--- src/rtl/adc_fe_pkg.sv ---
// Shared constants, FSM state types and the sample clamp for the ADC front end.
package adc_fe_pkg;

   localparam logic [7:0] EOF_CODE  = 8'hFF;
   localparam logic [7:0] CLAMP_MAX = 8'hFE;

   typedef enum logic [1:0] {
      C_IDLE  = 2'd0,
      C_SETUP = 2'd1,
      C_SHIFT = 2'd2,
      C_GAP   = 2'd3
   } cap_state_t;

   typedef enum logic [1:0] {
      S_WAIT    = 2'd0,
      S_STROBE  = 2'd1,
      S_RELEASE = 2'd2,
      S_END     = 2'd3
   } srv_state_t;

   // 0xFF on the data bus always means end-of-frame, so a real sample never carries it.
   function automatic logic [7:0] clamp_sample(input logic [7:0] s);
      return (s == EOF_CODE) ? CLAMP_MAX : s;
   endfunction

endpackage

--- src/rtl/sample_fifo.sv ---
// Synchronous sample FIFO with full/empty flags, synchronous clear and show-ahead read.
module sample_fifo #(
   parameter int DEPTH = 8,
   parameter int WIDTH = 8
) (
   input  logic             clk,
   input  logic             rst,
   input  logic             clr,
   input  logic             push,
   input  logic [WIDTH-1:0] din,
   input  logic             pop,
   output logic [WIDTH-1:0] dout,
   output logic             full,
   output logic             empty
);

   localparam int AW = $clog2(DEPTH);

   logic [WIDTH-1:0] mem [DEPTH];
   logic [AW:0]      wr_ptr, rd_ptr;
   logic             do_push, do_pop;

   // Extra pointer bit tells a wrapped-full buffer apart from an empty one.
   assign full    = (wr_ptr[AW] != rd_ptr[AW]) && (wr_ptr[AW-1:0] == rd_ptr[AW-1:0]);
   assign empty   = (wr_ptr == rd_ptr);
   assign do_push = push && !full;
   assign do_pop  = pop && !empty;
   assign dout    = mem[rd_ptr[AW-1:0]];

   always_ff @(posedge clk) begin
      if (rst || clr) begin
         wr_ptr <= '0;
         rd_ptr <= '0;
      end else begin
         if (do_push) wr_ptr <= wr_ptr + 1'b1;
         if (do_pop)  rd_ptr <= rd_ptr + 1'b1;
      end
   end

   always_ff @(posedge clk) begin
      if (do_push) mem[wr_ptr[AW-1:0]] <= din;
   end

endmodule

--- src/rtl/adc_frontend.sv ---
// Serial ADC sampler + FIFO + req/rdy server that ends each frame with 0xFF.
// Define ADC_FE_TESTPAT_EN to replace serial capture with an internal ramp.
module adc_frontend
   import adc_fe_pkg::*;
#(
   parameter int CLK_DIV    = 4,
   parameter int CONV_GAP   = 2,
   parameter int FIFO_DEPTH = 8
) (
   input  logic       clk,
   input  logic       rst,
   input  logic       start,
   input  logic [7:0] len,
   input  logic       req,
   output logic [7:0] dat,
   output logic       rdy,
   output logic       busy,
   output logic       frame_done,
   output logic       adc_cs_n,
   output logic       adc_sclk,
   input  logic       adc_miso
);

   localparam int TMAX = (CLK_DIV > CONV_GAP) ? CLK_DIV : CONV_GAP;
   localparam int TW   = $clog2(TMAX + 1);
   localparam logic [TW-1:0] DIV_LAST = TW'(CLK_DIV - 1);
   localparam logic [TW-1:0] GAP_LAST = TW'(CONV_GAP - 1);

   cap_state_t cap_state;
   srv_state_t srv_state;
   logic [TW-1:0] tmr;
   logic [3:0]    half;
   logic [7:0]    sh, ramp, len_q, cap_cnt, dlv_cnt;
   logic          cs_q, sclk_q, eof_q;
   logic          start_acc, push, pop, full, empty;
   logic [7:0]    push_dat, fifo_dout;

   assign start_acc = start && !busy;
   assign push      = (cap_state == C_SHIFT) && (tmr == DIV_LAST) && (half == 4'd15);
   assign pop       = (srv_state == S_WAIT) && req && !empty;

`ifdef ADC_FE_TESTPAT_EN
   assign push_dat = clamp_sample(ramp);
   assign adc_cs_n = 1'b1;
   assign adc_sclk = 1'b0;
`else
   assign push_dat = clamp_sample(sh);
   assign adc_cs_n = cs_q;
   assign adc_sclk = sclk_q;
`endif

   sample_fifo #(.DEPTH(FIFO_DEPTH), .WIDTH(8)) u_fifo (
      .clk   (clk),
      .rst   (rst),
      .clr   (start_acc),
      .push  (push),
      .din   (push_dat),
      .pop   (pop),
      .dout  (fifo_dout),
      .full  (full),
      .empty (empty)
   );

   // Capture: one conversion slot per sample, never started without FIFO room.
   always_ff @(posedge clk) begin
      if (rst) begin
         cap_state <= C_IDLE;
         tmr       <= '0;
         half      <= '0;
         sh        <= '0;
         ramp      <= '0;
         cap_cnt   <= '0;
         cs_q      <= 1'b1;
         sclk_q    <= 1'b0;
      end else begin
         case (cap_state)
            C_IDLE: begin
               if (busy && (cap_cnt < len_q) && !full) begin
                  cap_state <= C_SETUP;
                  tmr       <= '0;
                  cs_q      <= 1'b0;
               end
            end
            C_SETUP: begin
               if (tmr == DIV_LAST) begin
                  cap_state <= C_SHIFT;
                  tmr       <= '0;
                  half      <= '0;
                  sclk_q    <= 1'b1;
                  sh        <= {sh[6:0], adc_miso};
               end else begin
                  tmr <= tmr + 1'b1;
               end
            end
            C_SHIFT: begin
               if (tmr == DIV_LAST) begin
                  tmr <= '0;
                  if (half == 4'd15) begin
                     cap_state <= C_GAP;
                     cs_q      <= 1'b1;
                     sclk_q    <= 1'b0;
                     cap_cnt   <= cap_cnt + 1'b1;
                     ramp      <= ramp + 1'b1;
                  end else begin
                     half   <= half + 1'b1;
                     sclk_q <= ~sclk_q;
                     // Sample on the low-to-high sclk transition.
                     if (!sclk_q) sh <= {sh[6:0], adc_miso};
                  end
               end else begin
                  tmr <= tmr + 1'b1;
               end
            end
            default: begin
               if (tmr == GAP_LAST) begin
                  cap_state <= C_IDLE;
                  tmr       <= '0;
               end else begin
                  tmr <= tmr + 1'b1;
               end
            end
         endcase
         if (start_acc) begin
            cap_cnt <= '0;
            ramp    <= '0;
         end
      end
   end

   // Serve: one strobe per req, released only after req drops.
   always_ff @(posedge clk) begin
      if (rst) begin
         srv_state  <= S_WAIT;
         dat        <= '0;
         rdy        <= 1'b0;
         busy       <= 1'b0;
         frame_done <= 1'b0;
         eof_q      <= 1'b0;
         len_q      <= '0;
         dlv_cnt    <= '0;
      end else begin
         case (srv_state)
            S_WAIT: begin
               if (pop) begin
                  srv_state <= S_STROBE;
                  dat       <= fifo_dout;
                  rdy       <= 1'b1;
                  eof_q     <= 1'b0;
                  dlv_cnt   <= dlv_cnt + 1'b1;
               end else if (req && busy && (dlv_cnt == len_q)) begin
                  srv_state <= S_STROBE;
                  dat       <= EOF_CODE;
                  rdy       <= 1'b1;
                  eof_q     <= 1'b1;
               end
            end
            S_STROBE: begin
               rdy <= 1'b0;
               if (eof_q) begin
                  srv_state  <= S_END;
                  frame_done <= 1'b1;
               end else begin
                  srv_state <= S_RELEASE;
               end
            end
            S_END: begin
               srv_state  <= S_RELEASE;
               frame_done <= 1'b0;
               busy       <= 1'b0;
               eof_q      <= 1'b0;
            end
            default: begin
               if (!req) srv_state <= S_WAIT;
            end
         endcase
         if (start_acc) begin
            busy    <= 1'b1;
            len_q   <= len;
            dlv_cnt <= '0;
         end
      end
   end

endmodule

--- config.mk ---
export PLATFORM = sky130hd
export DESIGN_NAME = adc_frontend
export DESIGN_NICKNAME = d
export VERILOG_FILES = /design/src/rtl/adc_fe_pkg.sv /design/src/rtl/sample_fifo.sv /design/src/rtl/adc_frontend.sv
export SDC_FILE = /design/constraint.sdc
export NUM_CORES = 1
export LEC_CHECK = 0
export ABC_CLOCK_PERIOD_IN_PS = 3100
export BUFFER_PORTS_ARGS = -buffer_cell sky130_fd_sc_hd__clkbuf_2
export CORE_ASPECT_RATIO = 0.75
export CORE_MARGIN = 3
export CORE_UTILIZATION = 47
export CTS_CLUSTER_DIAMETER = 60
export DETAILED_ROUTE_END_ITERATION = 8
export GPL_TIMING_DRIVEN = 0
export PLACE_DENSITY = 0.73
export SLEW_MARGIN = 20
export SYNTH_ARGS = -nofsm -noshare
export SYNTH_HDL_FRONTEND = slang
export SYNTH_HIERARCHICAL = 1
export SYNTH_SLANG_ARGS = --single-unit
--- constraint.sdc ---
create_clock -name clk -period 3.1 [get_ports clk]
set_clock_uncertainty 0.2 [all_clocks]
set_input_delay 0.155 -clock clk [delete_from_list [all_inputs] [get_ports clk]]
set_output_delay 0.155 -clock clk [all_outputs]
set_load 0.05 [all_outputs]
==> results.py, run 1 <==
metrics = {
    "worst_setup_path": {
        "crit_chain": "ha_1 -> and3_1 -> and3_1 -> buf_2 -> nand3b_1 -> nor3_2",
        "path_common_cell": "and3_1",
        "path_buf_inv": 1,
        "endpoint_kind": "flip-flop",
        "cp_slowest_cell": "nor3_2",
        "arrival_ps": 2770,
        "path_max_fanout": 15,
        "slowest_delay_ps": 690,
        "start_kind": "flip-flop",
        "required_ps": 2940,
        "criticalPathCategory": "flip-flop to flip-flop",
        "crit_family": "simple AND/OR/NAND/NOR gates",
    },
    "logic_synthesis": {
        "netlist_area_um2": 6170,
        "synth-edff-count": 64,
        "synth_area_leaders": "edfxtp_1 (31%), dfxtp_1 (22%), ha_1 (4.7%)",
        "yosys.area.top_type": "edfxtp_1",
        "yosys_register_bits": 132,
        "yosysTopAreaCellShare": 0.312,
        "seq_area_frac_synth": 0.532,
        "synthFlopType": "dfxtp_1",
        "ys_types": 61,
        "yosys.area_share.xor_xnor": 0.0381,
        "synth_warnings": 6,
        "synth-adder-area-share": 0.0467,
        "ys_async_sr_fraction": 0,
        "synth_top_family_by_area": "simple AND/OR/NAND/NOR gates",
        "synthSimpleGateAreaFrac": 0.129,
        "syn-num-nets": 558,
        "synth_mux_area_frac": 0.115,
        "synthCells": 522,
        "synth-compound-area-share": 0.0988,
        "syn_area_per_cell_um2": 11.8,
    },
    "flow_run": {
        "drv_cap": 0,
    },
    "global_route": {
        "grtUsageTotal": 0.194,
        "grt_max_degree": 17,
        "grt_pass1_wl_mm": 22.3,
        "antenna_found_initial": 0,
        "grt_pass1_vias": 4298,
        "grt_overflow": 0,
    },
    "sta": {
        "period_share": 0.946,
        "hold_violations": 0,
        "finalSetupViolCount": 0,
        "rsz0062_at_grt": "no",
        "fmax_ghz": 0.341,
        "worst_hold_slack_ps": 44.1,
        "setup_tns_ps": 0,
        "slew_headroom": 0.420,
        "slew_viol_final": 0,
        "min_period_ps": 2930,
        "worst_slew_pin_slew_ps": 866,
    },
    "clocking": {
        "clock_latency_ps": 420,
        "clockBufferDepth": 2,
        "clk_pin_slew_ps": 60,
        "root_buffer": "clkbuf_16",
        "cts_tree": "yes",
        "postCtsSetupBuffers": 0,
        "cts_buffers": 17,
        "ctsHtreeMaxLevel": 4,
        "cts.sinks": 132,
    },
    "power": {
        "max-vdd-ir-drop_mv": 0.395,
        "p_per_area_nw_per_um2": 600,
        "design_power_total_mw": 4.36,
        "p_leak_nw": 2.69,
    },
    "floorplanning": {
        "core_um2": 12600,
        "die_w_um": 138,
        "die_y_um": 105,
        "start_util": 0.491,
        "die_area_um2": 14500,
        "ios": 26,
        "placementRows": 35,
    },
    "drt": {
        "routedWlPerCell_um": 17.9,
        "drc": 0,
        "wirelength_mm": 13.6,
        "first_pass_iters": 5,
        "drt_iter0_drc": 446,
        "vias": 4383,
        "postRouteAntennaNets": 0,
        "via_per_inst": 5.76,
    },
    "cells_and_area": {
        "drive_gt1_frac": 0.188,
        "stdcell_count": 761,
        "fillCellCount": 965,
        "diodes": 0,
        "nNetsFinal": 618,
        "area_growth_pct": 17.7,
        "utilization": 0.578,
    },
    "placement": {
        "dp.cells": 719,
        "dp_hpwl_mm": 9.39,
        "gp_congestion": 0.868,
        "io_buffers": 25,
    },
    "status": {
        "status": "finished clean",
    },
    "hold_path": {
        "hold_class": "primary input to flip-flop",
    },
}
tightest hold or removal path, stage by stage:
cell	delay, ps
clkbuf_2	80
nand2b_1	60
nand2_1	250
a21oi_1	70
cell usage in the layout (no fill, tap or decap), types with 19 or more instances in the layout:
master	netlist	final
a21oi_1	22	22
mux2i_1	21	21
clkbuf_1	18	19
nand2_1	50	50
nor2_1	38	37
inv_1	20	20
clkbuf_2	1	26
ha_1	23	23
edfxtp_1	64	64
dfxtp_1	68	68
layout make-up:
type / instances / area [um2] / area share
plain buffers: 31 / 159 / 0.0219
clock buffers: 18 / 429 / 0.0591
well taps: 166 / 208 / 0.0286
inverters: 23 / 86.3 / 0.0119
clock inverters: 14 / 125 / 0.0172
multi-input cells: 336 / 2700 / 0.372
repair buffers: 41 / 270 / 0.0372
flip-flops and latches: 132 / 3280 / 0.452
flip-flops by register name, summed over array words and instances, names as in the netlist, 3 cells and up, named ones only:
name           flops
dat                8
half               4
sh                 8
u_fifo/rd_ptr      4
u_fifo/mem        64
dlv_cnt            8
cap_cnt            8
u_fifo/wr_ptr      4
len_q              8
tmr                3
power breakdown:
group	internal, mW	switching (mW)
Sequential	1.87	0.0447
Combinational	0.207	0.370
Clock	1.11	0.760
Total	3.18	1.17
cells by family after synthesis:
| kind of cell | Yosys count |
|---|---|
| XOR/XNOR | 26 |
| AO/OA/AOI/OAI | 82 |
| AND/OR/NAND/NOR | 159 |
| buffers and inverters | 54 |
| flip-flops | 132 |
| multiplexers | 46 |
| adder cells (fa/ha/maj) | 23 |
synth_stat cells, types with 10 or more instances:
cell,instances
clkbuf_1,18
nand4_1,11
edfxtp_1,64
dfxtp_1,68
a21oi_1,22
nand2_1,50
mux4_1,10
o21ai_0,13
inv_1,20
nor2_1,38
ha_1,23
xor2_1,16
nand3_1,12
mux2i_1,21
metrics by stage:
stage | cell area (um2) | setup slack [ps]
floorplan | 6170 | 251
global placement | 6500 | -704
detailed placement | 6590 | 114
CTS | 7240 | 89.5
global route | 7260 | 11.8
finish | 7260 | 169
path summary, 6_finish.rpt:
kind	from	to	slack [ps]	cells past startpoint
hold reg to reg	len_q[5]	len_q[5]	280	2
setup reg to reg	half[0]	u_fifo/mem[4][1]	170	6
hold / removal	start	dlv_cnt[4]	40	4
setup / recovery	half[0]	u_fifo/mem[4][1]	170	6
what timing repair did:
action / CTS / global route
resized for setup: 0 / 3
hold buffers: 10 / 0
endpoints found under the hold margin: 10 / 0
endpoints found under the setup margin: 0 / 16
layer usage:
layer / track usage / part of all wire / vias to the layer above
li1: - / - / 2064
met1: 0.268 / 0.45 / 2140
met2: 0.299 / 0.47 / 160
met3: 0.0503 / 0.067 / 19
met4: 0.0684 / 0.014 / 0
met5: 0 / 0 / -
Power figures use the tool's default switching activity.
==> run 2: changes to the inputs <==
--- a/config.mk
+++ b/config.mk
@@ -14,6 +14,7 @@
 export DETAILED_ROUTE_END_ITERATION = 8
 export GPL_TIMING_DRIVEN = 0
 export PLACE_DENSITY = 0.73
+export REMOVE_ABC_BUFFERS = 1
 export SLEW_MARGIN = 20
 export SYNTH_ARGS = -nofsm -noshare
 export SYNTH_HDL_FRONTEND = slang
==> run 2 against run 1 <==
Setup slack improved by 72 ps. Sequential share of layout area rose by 1.0 points. Global-route usage fell by 1.2 points. Register-to-register slack improved by 70 ps. Hold slack improved by 46 ps. Critical path type unchanged. Critical endpoint is now dat[3]. Highest routed layer unchanged.
==> results.py, run 2 (synthesized netlist as in run 1, its figures left out) <==
metrics = {
    "hold_path": {
        "whs_path_depth": 4,
        "hp-start": "start",
        "hold_class": "primary input to flip-flop",
        "hold_path_end": "len_q[0]",
    },
    "power": {
        "switching_share": 0.258,
        "p_switching_mw": 1.13,
        "p_leak_nw": 2.60,
        "max-vdd-ir-drop_mv": 0.354,
        "p_int_mw": 3.24,
        "p_seq_frac": 0.438,
        "clock_power_share": 0.436,
        "p_per_area_nw_per_um2": 615,
        "combPwrFrac": 0.125,
    },
    "cells_and_area": {
        "layout_common_cells": "dfxtp_1 (67), edfxtp_1 (64), nand2_1 (50)",
        "drive_gt1_frac": 0.183,
        "nNetsFinal": 585,
        "regArea_um2": 3280,
        "multi_input_area_um2": 2710,
        "diodes": 0,
        "final_common_cell": "dfxtp_1",
        "utilization": 0.565,
        "stdcell_count": 728,
        "largest_reg_flops": 64,
        "area_growth_pct": 15.1,
        "fillCellCount": 981,
    },
    "global_route": {
        "grtUsageTotal": 0.182,
        "antenna_found_initial": 0,
        "grt_pass1_vias": 4154,
        "grt_pass1_wl_mm": 21.1,
        "grt_overflow": 0,
        "grt_max_degree": 42,
    },
    "sta": {
        "worst_slew_pin_slew_ps": 1010,
        "finalSetupViolCount": 0,
        "slew_headroom": 0.323,
        "fmax_ghz": 0.350,
        "hold_violations": 0,
        "setup_ws_ps": 240,
        "min_period_ps": 2860,
        "slew_viol_final": 0,
        "rsz0062_at_grt": "no",
        "period_share": 0.922,
    },
    "drt": {
        "first_pass_iters": 5,
        "drc": 0,
        "vias": 4189,
        "postRouteAntennaNets": 0,
        "wirelength_mm": 12.9,
        "drt_iter0_drc": 342,
        "routedWlPerCell_um": 17.7,
        "via_per_inst": 5.75,
    },
    "placement": {
        "dp_hpwl_mm": 8.59,
        "dp.cells": 687,
        "gp_congestion": 0.884,
        "dp_slack_ps": -6.66,
        "io_buffers": 25,
    },
    "worst_setup_path": {
        "slowest_delay_ps": 610,
        "start_kind": "flip-flop",
        "required_ps": 3200,
        "path_max_fanout": 12,
        "endpoint_kind": "flip-flop",
        "crit_chain": "xnor2_2 -> nand3_1 -> nor2_1 -> nand3b_1 -> inv_2 -> a41oi_1 -> nor2b_2 -> o221a_2",
        "arrival_ps": 2960,
        "criticalPathCategory": "flip-flop to flip-flop",
        "cp_slowest_cell": "dfxtp_1",
        "r2r-end": "dat[3]",
        "reg2regPathDepth": 8,
        "regToRegSetupSlack_ps": 240,
        "reg2reg_from": "u_fifo/wr_ptr[2]",
    },
    "clocking": {
        "cts_tree": "yes",
        "cts.sinks": 132,
        "clock_latency_ps": 410,
        "postCtsSetupBuffers": 0,
        "cts_buffers": 17,
        "clk_pin_slew_ps": 60,
        "root_buffer": "clkbuf_16",
        "ctsHtreeMaxLevel": 4,
        "clockBufferDepth": 2,
    },
    "floorplanning": {
        "die_y_um": 105,
        "placementRows": 35,
        "start_util": 0.491,
        "ios": 26,
        "die_area_um2": 14500,
        "core_um2": 12600,
        "die_w_um": 138,
    },
    "flow_run": {
        "drv_cap": 0,
    },
    "status": {
        "status": "finished clean",
    },
}
run 2: changes by cell type in the layout (fill, tap and decap cells not counted), moves of 2 or more:
cell / change
buf_6: -2
clkbuf_1: -19
xnor2_2: +3
clkinv_1: +2
buf_2: -7
buf_4: -2
inv_6: -4
xnor2_1: -3
run 2: power groups by stage:
stage / clock network, mW / registers (mW) / logic, mW
2_1_floorplan: 0 / 1.99 / 0.351
3_3_place_gp: 0 / 1.95 / 0.505
3_5_place_dp: 0 / 1.95 / 0.525
4_1_cts: 1.93 / 1.91 / 0.543
5_1_grt: 2.00 / 1.92 / 0.606
6_report: 1.90 / 1.91 / 0.547
run 2: worst max-delay path by stage:
stage,startpoint,endpoint,slack (ps),cells after the start
3_3_place_gp,cap_state[0],u_fifo/mem[5][0],-720,5
6_report,u_fifo/wr_ptr[2],dat[3],240,8
3_5_place_dp,u_fifo/wr_ptr[1],dat[3],-7,8
5_1_grt,cap_state[0],u_fifo/mem[2][7],0.07,6
2_1_floorplan,half[0],u_fifo/mem[5][0],180,5
4_1_cts,u_fifo/wr_ptr[1],dat[3],110,8
run 2: what timing repair did:
action / CTS / global route
endpoints found under the hold margin: 9 / 0
gates cloned: 0 / 0
pin swaps: 0 / 0
hold buffers: 9 / 0
endpoints found under the setup margin: 12 / 11
gates resized for setup: 2 / 4
run 2: metrics by stage:
step	hold WS, ps	TNS, ps	power (mW)	area (um2)
3_3_place_gp	178	-24400	2.45	6340
2_1_floorplan	24.1	0	2.34	6010
6_report	90.0	0	4.37	7100
5_1_grt	122	0	4.53	7100
3_5_place_dp	188	-15.2	2.48	6420
4_1_cts	74.5	0	4.39	7080
run 2: worst max-delay path, delay by kind of cell (launching register included):
family | cells | cell delay [ps]
DFF | 1 | 610
AOI/OAI and AO/OA | 2 | 640
buffers and inverters | 1 | 230
xor gates and xnor gates | 1 | 230
and+or+nand+nor | 4 | 840
run 2: area by class of cell:
cell class	instances	area share
flip-flops and latches	132	0.462
well taps	166	0.0292
multi-input cells	336	0.381
repair buffers	39	0.0352
clock inverters	15	0.0197
clock buffers	17	0.0599
inverters	23	0.0122
run 2: routing by layer:
metal | share of wire | global-route usage | vias to the layer above | routed length [um]
met2 | 0.47 | 0.288 | 110 | 6050
met4 | 0.014 | 0.0543 | 0 | 178
met3 | 0.045 | 0.0463 | 21 | 578
met1 | 0.47 | 0.250 | 2064 | 6080
li1 | - | - | 1994 | -
met5 | 0 | 0 | - | 0
==> run 3: changes to the inputs <==
--- a/config.mk
+++ b/config.mk
@@ -5,6 +5,7 @@
 export SDC_FILE = /design/constraint.sdc
 export NUM_CORES = 1
 export LEC_CHECK = 0
+export ABC_AREA = 1
 export ABC_CLOCK_PERIOD_IN_PS = 3100
 export BUFFER_PORTS_ARGS = -buffer_cell sky130_fd_sc_hd__clkbuf_2
 export CORE_ASPECT_RATIO = 0.75
@@ -13,10 +14,11 @@
 export CTS_CLUSTER_DIAMETER = 60
 export DETAILED_ROUTE_END_ITERATION = 8
 export GPL_TIMING_DRIVEN = 0
-export PLACE_DENSITY = 0.73
+export PLACE_DENSITY = 0.74
 export REMOVE_ABC_BUFFERS = 1
 export SLEW_MARGIN = 20
 export SYNTH_ARGS = -nofsm -noshare
 export SYNTH_HDL_FRONTEND = slang
 export SYNTH_HIERARCHICAL = 1
 export SYNTH_SLANG_ARGS = --single-unit
+export TNS_END_PERCENT = 100
==> run 3 against run 2 <==
Final cell count increased by 24%. Flip-flop and latch count is the same. Largest power group unchanged. Synthesized cell count up 34%. Setup slack better by 56 ps. Clock power about the same. Non-clock buffer count down 3. Die area down 2.3%. Critical endpoint is now u_fifo/mem[3][7]. Largest cell class unchanged. Hold slack better by 110 ps. Core utilization shrank 0.61 points.
==> results.py, run 3 <==
metrics = {
    "status": {
        "status": "finished clean",
    },
    "sta": {
        "fmax_ghz": 0.357,
        "period_share": 0.905,
        "worst_slew_pin_slew_ps": 931,
        "finalSetupViolCount": 0,
        "slew_viol_final": 0,
        "hold_violations": 0,
        "slew_headroom": 0.377,
        "setup_tns_ps": 0,
        "min_period_ps": 2800,
        "rsz0062_at_grt": "no",
    },
    "cells_and_area": {
        "nNetsFinal": 762,
        "area_growth_pct": 15.1,
        "largest_reg_flops": 64,
        "drive_gt1_frac": 0.116,
        "final_area_um2": 6930,
        "layout_common_cells": "nand2_1 (115), nor2_1 (106), o21ai_0 (74)",
        "final_common_cell": "nand2_1",
        "fillCellCount": 1029,
        "diodes": 0,
    },
    "clocking": {
        "cts_buffers": 17,
        "clk_pin_slew_ps": 60,
        "cts_tree": "yes",
        "ctsHtreeMaxLevel": 4,
        "cts.sinks": 132,
        "clockBufferDepth": 2,
        "root_buffer": "clkbuf_16",
        "clock_latency_ps": 410,
    },
    "floorplanning": {
        "die_w_um": 137,
        "start_util": 0.486,
        "core_um2": 12400,
        "die_area_um2": 14200,
        "ios": 26,
        "die_y_um": 104,
        "placementRows": 35,
    },
    "logic_synthesis": {
        "yosys_register_bits": 132,
        "ys_async_sr_fraction": 0,
        "synth_most_common_cell": "nand2_1",
        "synth_common_cells": "nand2_1 (115), nor2_1 (106), o21ai_0 (74)",
        "synth-edff-count": 64,
        "yosysTopAreaCellShare": 0.319,
        "synthFlopType": "dfxtp_1",
        "yosys.area.top_type": "edfxtp_1",
        "synth_area_leaders": "edfxtp_1 (32%), dfxtp_1 (23%), nand2_1 (7.2%)",
        "netlist_area_um2": 6020,
        "syn_area_per_cell_um2": 8.63,
        "synthCells": 697,
        "seq_area_frac_synth": 0.546,
        "ys_types": 35,
        "synth_warnings": 6,
    },
    "flow_run": {
        "drv_cap": 0,
    },
    "worst_setup_path": {
        "start_kind": "flip-flop",
        "cp_slowest_cell": "nor2_1",
        "reg2reg_from": "cap_state[0]",
        "r2r-end": "u_fifo/mem[3][7]",
        "path_common_cell": "inv_2",
        "arrival_ps": 2640,
        "slowest_delay_ps": 750,
        "worstSetupStartpoint": "cap_state[0]",
        "endpoint": "u_fifo/mem[3][7]",
        "crit_chain": "inv_1 -> ha_1 -> inv_2 -> nor2_4 -> nand2_4 -> inv_2 -> nand3_1 -> nor2_1",
        "regToRegSetupSlack_ps": 300,
        "endpoint_kind": "flip-flop",
        "criticalPathCategory": "flip-flop to flip-flop",
        "reg2regPathDepth": 8,
        "path_max_fanout": 13,
        "required_ps": 2930,
    },
    "drt": {
        "vias": 4716,
        "postRouteAntennaNets": 0,
        "first_pass_iters": 5,
        "routedWlPerCell_um": 14.1,
        "wl_met1_mm": 6.03,
        "wl_met3_um": 651,
        "drt_iter0_drc": 396,
        "wirelength_mm": 12.8,
        "routed.top_layer": "met4",
        "via_per_inst": 5.21,
        "drc": 0,
        "met2_wirelength_mm": 5.99,
    },
    "global_route": {
        "grt_pass1_wl_mm": 20.7,
        "grt_max_degree": 34,
        "antenna_found_initial": 0,
        "grt_overflow": 0,
        "grtUsageTotal": 0.186,
        "grt_pass1_vias": 4302,
    },
    "placement": {
        "placed_area_um2": 6240,
        "gp_congestion": 0.826,
        "io_buffers": 25,
        "dp_hpwl_mm": 8.45,
    },
    "hold_path": {
        "hold_class": "primary input to flip-flop",
        "hp-start": "start",
    },
    "power": {
        "p_switching_mw": 1.40,
        "clock_power_share": 0.394,
        "p_int_mw": 3.51,
        "switching_share": 0.285,
        "combPwrFrac": 0.161,
        "p_leak_nw": 2.67,
        "p_seq_frac": 0.445,
        "p_per_area_nw_per_um2": 708,
        "max-vdd-ir-drop_mv": 0.444,
    },
}
==> run 3: cell types whose count changed in the layout (fill, tap and decap cells not counted), moves of 10 or more <==
cell / previous run / this run
a21oi_1: 22 / 54
inv_1: 20 / 73
mux2i_1: 21 / 0
mux4_1: 10 / 0
nand2_1: 50 / 115
nand3_1: 12 / 26
nor2_1: 38 / 106
o21ai_0: 13 / 74
o21ai_1: 0 / 12
xor2_1: 16 / 3
==> run 3: layer usage <==
metal / vias to the layer above / global-route usage
met1: 2205 / 0.257
met4: 0 / 0.0576
li1: 2369 / -
met2: 134 / 0.281
met3: 8 / 0.0542
met5: - / 0
==> run 3: power groups by stage <==
stage | registers (mW) | logic, mW | clock network, mW
floorplan | 2.21 | 0.544 | 0
global placement | 2.20 | 0.732 | 0
detailed placement | 2.21 | 0.762 | 0
CTS | 2.18 | 0.785 | 1.96
global route | 2.20 | 0.896 | 2.04
finish | 2.18 | 0.789 | 1.93
==> run 3: layout make-up <==
| cell class | count | area, um2 | share of cell area |
|---|---|---|---|
| clock inverter | 11 | 108 | 0.0155 |
| multi-input combinational | 458 | 2320 | 0.334 |
| clock buffer | 21 | 470 | 0.0679 |
| timing repair buffer | 36 | 235 | 0.0340 |
| tap | 166 | 208 | 0.0300 |
| sequential | 132 | 3290 | 0.474 |
| inverter | 81 | 304 | 0.0439 |
==> run 3: worst min path at each step <==
stage	to	slack, ps	cells after the start
3_3_place_gp	sh[0]	230	3
4_1_cts	u_fifo/wr_ptr[2]	160	6
5_1_grt	u_fifo/wr_ptr[3]	240	6
3_5_place_dp	sh[0]	230	3
6_report	u_fifo/wr_ptr[2]	200	6
2_1_floorplan	adc_sclk	20	1
==> run 3: repair_timing <==
action	CTS	global route
setup buffers	0	0
hold buffers	11	0
hold endpoints to repair	20	0
gates resized for setup	0	0
==> run 3: cell families after synthesis <==
kind of cell               Yosys count  synth area share
and+or+nand+nor                    284             0.206
AOI/OAI and AO/OA                  147             0.125
DFF                                132             0.546
buffers and inverters              107            0.0695
adders and majority gates           23            0.0478
xor gates and xnor gates             4           0.00582
==> run 3: metrics by stage <==
stage,worst slack (ps),power (mW),utilization,hold slack (ps),cells
final,296,4.90,0.559,198,905
after global routing,92.1,5.14,0.559,239,905
after floorplan,912,2.76,-,24.1,671
after detailed placement,302,2.98,0.503,234,862
after CTS,271,4.92,0.559,161,905
after global placement,398,2.93,0.503,226,862
==> run 3: critical path: cells and delay by family (launching register included) <==
| kind | cells | cell delay [ps] |
|---|---|---|
| buf+inv | 3 | 400 |
| flops | 1 | 350 |
| fa+ha+maj | 1 | 270 |
| simple gates | 4 | 1190 |
